--- config.mk ---
export PLATFORM = sky130hd
export DESIGN_NAME = reg_lock_tracker
export DESIGN_NICKNAME = d
export VERILOG_FILES = /design/src/rtl/reg_lock_tracker.sv
export SDC_FILE = /design/constraint.sdc
export NUM_CORES = 1
export LEC_CHECK = 0
export CAP_MARGIN = 20
export CORE_MARGIN = 2
export CORE_UTILIZATION = 40
export DETAILED_ROUTE_END_ITERATION = 8
export PLACE_DENSITY = 0.73
export SLEW_MARGIN = 40
export SYNTH_ARGS = -nofsm -noshare
export SYNTH_HDL_FRONTEND = slang
export SYNTH_SLANG_ARGS = --single-unit
--- constraint.sdc ---
create_clock -name clk_i -period 18.7 [get_ports clk_i]
set_clock_uncertainty 0.15 [all_clocks]
set_input_delay 1.87 -clock clk_i [delete_from_list [all_inputs] [get_ports clk_i]]
set_output_delay 1.87 -clock clk_i [all_outputs]
set_load 0.05 [all_outputs]
--- src/rtl/reg_lock_tracker.sv ---
// Register-lock scoreboard: merges issued lock vectors, releases locks on writeback,
// and tracks blocking instructions and the outstanding memory operation.
module reg_lock_tracker #(
    parameter int unsigned NR  = 64,
    parameter int unsigned NWB = 2
) (
    input  logic                             clk_i,
    input  logic                             rst_i,
    input  logic                             issue_valid_i,
    input  logic [NR-1:0]                    issue_locks_i,
    input  logic                             issue_mem_op_i,
    input  logic                             issue_blocking_i,
    input  logic [NWB-1:0]                   wb_valid_i,
    input  logic [NWB-1:0][$clog2(NR)-1:0]   wb_rd_i,
    input  logic                             mem_done_i,
    input  logic                             blk_done_i,
    input  logic                             flush_i,
    output logic [NR-1:0]                    locks_o,
    output logic                             mem_busy_o,
    output logic                             blocked_o,
    output logic [$clog2(NR):0]              lock_cnt_o,
    output logic                             err_o
);

    localparam int unsigned CW = $clog2(NR) + 1;

    typedef enum logic {IDLE, BLOCKED} state_t;

    state_t          state, state_nx;
    logic [NR-1:0]   lk, lk_nx;
    logic            mem_nx;
    logic            err_nx;
    logic            issue;
    logic [CW-1:0]   cnt_nx;

    always_comb begin
        // Issues arriving while blocked are dropped entirely.
        issue    = issue_valid_i && (state == IDLE);
        lk_nx    = lk;
        state_nx = state;
        mem_nx   = mem_busy_o;
        err_nx   = err_o;

        if (issue_valid_i && (state == BLOCKED))
            err_nx = 1'b1;

        if (issue)
            lk_nx = lk_nx | issue_locks_i;

        // A same-cycle producer keeps its lock; release checks use the pre-update lk.
        for (int unsigned p = 0; p < NWB; p++) begin
            if (wb_valid_i[p] && (wb_rd_i[p] != '0)) begin
                if (!(issue && issue_locks_i[wb_rd_i[p]])) begin
                    lk_nx[wb_rd_i[p]] = 1'b0;
                    if (!lk[wb_rd_i[p]])
                        err_nx = 1'b1;
                end
            end
        end
        lk_nx[0] = 1'b0;

        if (issue && issue_mem_op_i) begin
            mem_nx = 1'b1;
        end else if (mem_done_i) begin
            if (!mem_busy_o)
                err_nx = 1'b1;
            mem_nx = 1'b0;
        end

        case (state)
            IDLE: begin
                if (blk_done_i)
                    err_nx = 1'b1;
                if (issue && issue_blocking_i)
                    state_nx = BLOCKED;
            end
            BLOCKED: begin
                if (blk_done_i)
                    state_nx = IDLE;
            end
            default: state_nx = IDLE;
        endcase

        if (flush_i) begin
            lk_nx    = '0;
            mem_nx   = 1'b0;
            state_nx = IDLE;
            err_nx   = err_o;
        end

        cnt_nx = '0;
        for (int unsigned i = 0; i < NR; i++)
            cnt_nx = cnt_nx + CW'(lk_nx[i]);
    end

    always_ff @(posedge clk_i) begin
        if (rst_i) begin
            state      <= IDLE;
            lk         <= '0;
            locks_o    <= '0;
            mem_busy_o <= 1'b0;
            blocked_o  <= 1'b0;
            lock_cnt_o <= '0;
            err_o      <= 1'b0;
        end else begin
            state      <= state_nx;
            lk         <= lk_nx;
            locks_o    <= (state_nx == BLOCKED) ? '1 : lk_nx;
            mem_busy_o <= mem_nx;
            blocked_o  <= (state_nx == BLOCKED);
            lock_cnt_o <= cnt_nx;
            err_o      <= err_nx;
        end
    end

endmodule

==> impl_metrics.csv, run 1 <==
group,metric,value,unit
synthesis,synthXorXnorAreaFrac,0.002483,
timing,hold_viol_final,0,
critical_path,timing.rr.start,"locks_o[0]$_SDFF_PP0_",
critical_path,timing.critical_path.mode_cell,"fa_1",
power,ir_drop,0.2693,mV
synthesis,yosys_warnings,0,
synthesis,synth_async_sr_flop_share,0,
timing,fin_tns_setup,0,ns
timing,fin_crit_sh,0.5928,
die,dieArea,27770,um2
critical_path,startpoint,"wb_rd_i[6]",
layout,area_delta_synth_final,22.53,%
global_route,grt_pass1_vias,11570,
synthesis,synth_top_area_cell,"dfxtp_1",
route,wire_per_inst,34.66,um
critical_path,r2r_end,"lock_cnt_o[6]$_SDFF_PP0_",
status,status,"completed",
synthesis,syn_area,10580,um2
critical_path,critPathCaptureType,"flip-flop",
synthesis,synthSimpleGateAreaFrac,0.1961,
layout,final_common_cell,"clkdlybuf4s50_1",
timing,finalSetupViolCount,0,
placed_design,gp_congestion,1.021,
clocking,clockBufferDepth,2,
clocking,clk_latency,0.44,ns
synthesis,synthAdderAreaFrac,0.1180,
placed_design,placedCellCount,1678,
timing,tightestPinTransition,0.9066,ns
layout,drive_above_1_share,0.1055,
critical_path,ff2ff_setup_slack,10.26,ns
min_path,hold_class,"reg2reg",
route,drtPass1Iterations,7,
clocking,clk_pin_slew,0.07,ns
global_route,grt_use_total,0.4170,
route,drtIter0Drc,2440,
global_route,grt_max_degree,67,
critical_path,slowest_stage,"a41oi_1",
critical_path,r2r_cells,30,
layout,final_cell_mix,"clkdlybuf4s50_1, dfxtp_1, a21oi_1",
synthesis,synth_edf_count,0,
clocking,cts_root_buffer,"clkbuf_16",
global_route,antenna_found_initial,0,
clocking,ctsResizeCount,0,
layout,finalNetCount,1516,
layout,fin_cells,1710,
die,core_area,25980,um2
synthesis,syn_area_per_cell,8.353,um2
route,drt_wl_total,59260,um
critical_path,cp-start-kind,"input pin",
synthesis,synthMuxAreaShare,0.08205,
route,routed_via_density,7.116,
timing,fmax,0.09021,GHz
die,start_util,0.4073,
synthesis,synth_top_family_by_area,"compound AO/OA/AOI/OAI gates",
clocking,post_cts.repair.setup_buffers,0,
timing,min_period,11.08,ns
route,vias,12170,
synthesis,synth.distinct_cells,83,
clocking,numCtsBuffers,17,
synthesis,ys_seq_area_frac,0.2573,
critical_path,critPathKind,"in2reg",
die,pin_count,160,
clocking,cts_tree,"done",
synthesis,ys_seq_elements,136,
clocking,hold_buffers,0,
die,rows,59,
critical_path,cp_slowest_stage_delay,0.68,ns
critical_path,required,18.86,ns
die,die_h,166.7,um
critical_path,critical_path.max_fanout,44,
route,ant_nets,0,
clocking,clock-sinks,136,
timing,rsz0062_at_grt,"no",
synthesis,synth_compound_area_frac,0.2728,
global_route,grt.overflow.total,0,
power,p_leak,4.821,nW
placed_design,hpwl,44280,um
placed_design,io_buffer_count,159,
synthesis,synth_top_area_frac,0.2573,
synthesis,synth_fp_nets,1421,
synthesis,netlist_top_cells_area,"dfxtp_1, fa_1, a21oi_1",
die,fp.dieW,166.7,um
power,cellPowerDensity,106.2,nW/um2
timing,slew_headroom,0.3943,
global_route,grt_first_pass_wirelength,84460,um
synthesis,ys.flop_type,"dfxtp_1",
synthesis,synth_cells,1267,
timing,report.final.slew_viol_count,0,
critical_path,cp-endpoint,"lock_cnt_o[6]$_SDFF_PP0_",
run,drv_cap,0,
clocking,htree_num_levels,4,
critical_path,critPathArrivalTime,11.25,ns
route,route.detailed.drc,0,
## where the power goes
group	switching (mW)	total, mW	internal [mW]
Combinational	0.409	0.686	0.277
Clock	0.156	0.369	0.213
Sequential	0.0114	0.322	0.311
Total	0.577	1.38	0.801
## metal layers
metal / vias to the layer above / part of all wire / GRT usage / wire (um)
met5: - / 0.0010 / 0.01739 / 59
met4: 2 / 0.061 / 0.1908 / 3605
met3: 236 / 0.15 / 0.1509 / 8907
met2: 1165 / 0.39 / 0.5685 / 23090
met1: 5845 / 0.40 / 0.5828 / 23600
li1: 4920 / - / - / -
## how the worst min path moves through the flow
stage               cells after the start                 end               start
global route                            1  err_o$_SDFFE_PP0N_  err_o$_SDFFE_PP0N_
floorplan                               4   lk[12]$_SDFF_PP0_   lk[12]$_SDFF_PP0_
finish                                  1  err_o$_SDFFE_PP0N_  err_o$_SDFFE_PP0N_
CTS                                     1  err_o$_SDFFE_PP0N_  err_o$_SDFFE_PP0N_
global placement                        1  err_o$_SDFFE_PP0N_  err_o$_SDFFE_PP0N_
detailed placement                      1  err_o$_SDFFE_PP0N_  err_o$_SDFFE_PP0N_
## flip-flops by register name, summed over array words and instances (netlist names)
register and cells:
lock_cnt_o 7, lk 63, locks_o 64, mem_busy_o 1, err_o 1
## area by class of cell
cell class                 count  area, um2
tap                          335      419.2
clock inverter                14      185.2
inverter                      69      259.0
fill                        2503      13020
multi-input combinational    949       7149
clock buffer                  17      425.4
sequential                   136       2723
timing repair buffer         189       1804
antenna                        1      2.502
## critical path, delay by kind of cell
kind,cells,cell delay [ns]
buffers and inverters,8,1.64
adders and majority gates,10,4.44
AOI/OAI and AO/OA,5,1.55
and+or+nand+nor,9,1.68
## Yosys cell counts (8+ instances only)
cell type,n
o21ai_1,9
inv_1,68
o221ai_1,9
mux4_2,20
ha_1,15
o41ai_1,10
nor3b_1,8
nand3_1,30
fa_1,53
dfxtp_1,136
nor2b_1,18
a221oi_1,27
mux2i_1,17
o31ai_1,61
nor3_1,67
clkbuf_1,71
a211oi_1,20
nand2b_1,9
or3_1,10
mux2_2,22
o21ai_0,70
buf_4,8
buf_2,27
a21oi_1,96
a21o_1,20
nand3b_1,15
nor2_1,90
o22ai_1,11
a22oi_1,24
nand2_1,75
nor4_1,24
## logic make-up after synthesis
| group | Yosys count |
|---|---|
| AOI/OAI and AO/OA | 421 |
| and+or+nand+nor | 398 |
| buffers and inverters | 182 |
| DFF | 136 |
| adders and majority gates | 68 |
| muxes | 59 |
| xor gates and xnor gates | 3 |
## stage by stage
stage	hold WS, ns	utilization	power, mW	instance area (um2)	worst slack [ns]
global placement	0.3711	0.4736	0.9927	12310	7.419
global route	0.4076	0.4989	1.466	12960	7.418
detailed placement	0.3735	0.4751	0.9989	12340	7.404
floorplan	0.4321	-	0.7989	10580	9.256
finish	0.4056	0.4990	1.377	12970	7.615
CTS	0.3926	0.4986	1.366	12950	7.852
(Power assumes the default switching activity.)
==> run 2: changes to the inputs <==
==> constraint.sdc (replaced) <==
create_clock -name clk_i -period 10.28 [get_ports clk_i]
set_clock_uncertainty 0.15 [all_clocks]
set_input_delay 1.028 -clock clk_i [delete_from_list [all_inputs] [get_ports clk_i]]
set_output_delay 1.028 -clock clk_i [all_outputs]
set_load 0.05 [all_outputs]
==> impl_metrics.csv, run 2 (same netlist as run 1, synthesis figures left out) <==
group,metric,value,unit
status,status,"completed",
layout,largest_register_ffs,64,
die,rows,59,
timing,fmax,0.1027,GHz
global_route,grt.overflow.total,0,
timing,worst_slack,0.5417,ns
timing,hold_viol_final,0,
layout,final_cell_mix,"clkdlybuf4s50_1, dfxtp_1, buf_4",
layout,finalNetCount,1607,
placed_design,gp_congestion,1.095,
layout,drive_above_1_share,0.1596,
route,ant_nets,0,
clocking,clockBufferDepth,2,
critical_path,critPathArrivalTime,9.88,ns
die,dieArea,27770,um2
timing,fin_crit_sh,0.9473,
critical_path,cp-start-kind,"input pin",
global_route,grt_max_degree,66,
power,ir_drop,0.4697,mV
clocking,post_cts.repair.setup_buffers,0,
route,routed_via_density,6.918,
timing,tightestPinTransition,0.9139,ns
layout,area_delta_synth_final,28.81,%
global_route,grt_use_total,0.4311,
layout,antenna_cells,0,
die,core_area,25980,um2
die,pin_count,160,
route,vias,12460,
global_route,grt_first_pass_wirelength,86290,um
clocking,clock-sinks,136,
die,die_h,166.7,um
critical_path,crit_buf_inv,8,
route,drt_wl_total,61320,um
placed_design,dpl_cell_area,13050,um2
critical_path,critical_path.max_fanout,16,
route,drtIter0Drc,2081,
layout,fin_util,0.5246,
min_path,hold_class,"reg2reg",
layout,reg_top3,"locks_o: 64 flops, lk: 63 flops, lock_cnt_o: 7 flops",
placed_design,hpwl,47840,um
critical_path,timing.critical_path.mode_cell,"fa_1",
die,start_util,0.4073,
critical_path,required,10.42,ns
run,drv_cap,0,
layout,final_common_cell,"clkdlybuf4s50_1",
route,route.detailed.drc,0,
critical_path,r2r_cells,27,
global_route,antenna_found_initial,2,
power,p_leak,5.237,nW
critical_path,critPathCaptureType,"flip-flop",
timing,slew_headroom,0.3900,
timing,report.final.slew_viol_count,0,
timing,fin_tns_setup,0,ns
clocking,clk_latency,0.44,ns
min_path,holdPathStages,1,
die,fp.dieW,166.7,um
clocking,numCtsBuffers,17,
clocking,cts_root_buffer,"clkbuf_16",
global_route,grt_pass1_vias,11720,
timing,rsz0062_at_grt,"no",
critical_path,cp_slowest_stage_delay,1.03,ns
clocking,ctsResizeCount,0,
critical_path,slowest_stage,"clkdlybuf4s50_1",
critical_path,crit_cells,30,
placed_design,io_buffer_count,159,
placed_design,pre_cts_ws,0.2505,ns
timing,finalSetupViolCount,0,
route,wire_per_inst,34.05,um
critical_path,path_delay_family,"adder cells",
timing,min_period,9.738,ns
clocking,htree_num_levels,4,
layout,design_area,13630,um2
critical_path,critPathKind,"in2reg",
power,cellPowerDensity,185.4,nW/um2
layout,top_register,"locks_o",
clocking,hold_buffers,0,
route,drtPass1Iterations,6,
clocking,clk_pin_slew,0.07,ns
clocking,cts_tree,"done",
power,power.total,2.527,mW
run 2: path summary, 6_finish.rpt:
path | start | endpoint | slack (ns)
worst max register to register | locks_o[0]$_SDFF_PP0_ | lock_cnt_o[4]$_SDFF_PP0_ | 2.03
worst min register to register | err_o$_SDFFE_PP0N_ | err_o$_SDFFE_PP0N_ | 0.39
worst max-delay path | wb_rd_i[4] | lock_cnt_o[4]$_SDFF_PP0_ | 0.54
worst min-delay path | err_o$_SDFFE_PP0N_ | err_o$_SDFFE_PP0N_ | 0.39
run 2: per-layer routing:
layer  global-route usage  wire, um  share of wire
met3               0.1663      9358           0.15
met2               0.6037     24650           0.40
met1               0.5925     24380           0.40
met5                    0         0              0
met4               0.1765      2933          0.048
run 2: power by group:
part	switching [mW]	internal, mW
registers	0.0213	0.566
clock network	0.284	0.346
logic	0.745	0.565
total	1.05	1.48
run 2: layout make-up:
class / instances / area (um2)
Clock buffer: 18 / 439.2
Clock inverter: 14 / 138.9
Fill cell: 2463 / 12350
Inverter: 69 / 259.0
Multi-Input combinational cell: 949 / 7128
Sequential cell: 136 / 2723
Tap cell: 335 / 419.2
Timing Repair Buffer: 280 / 2525
run 2: stage by stage:
stage | hold slack, ns | cells
2_1_floorplan | 0.4321 | 1267
3_3_place_gp | 0.3450 | 1769
3_5_place_dp | 0.3646 | 1769
4_1_cts | 0.3805 | 1801
5_1_grt | 0.3944 | 1801
6_report | 0.3926 | 1801
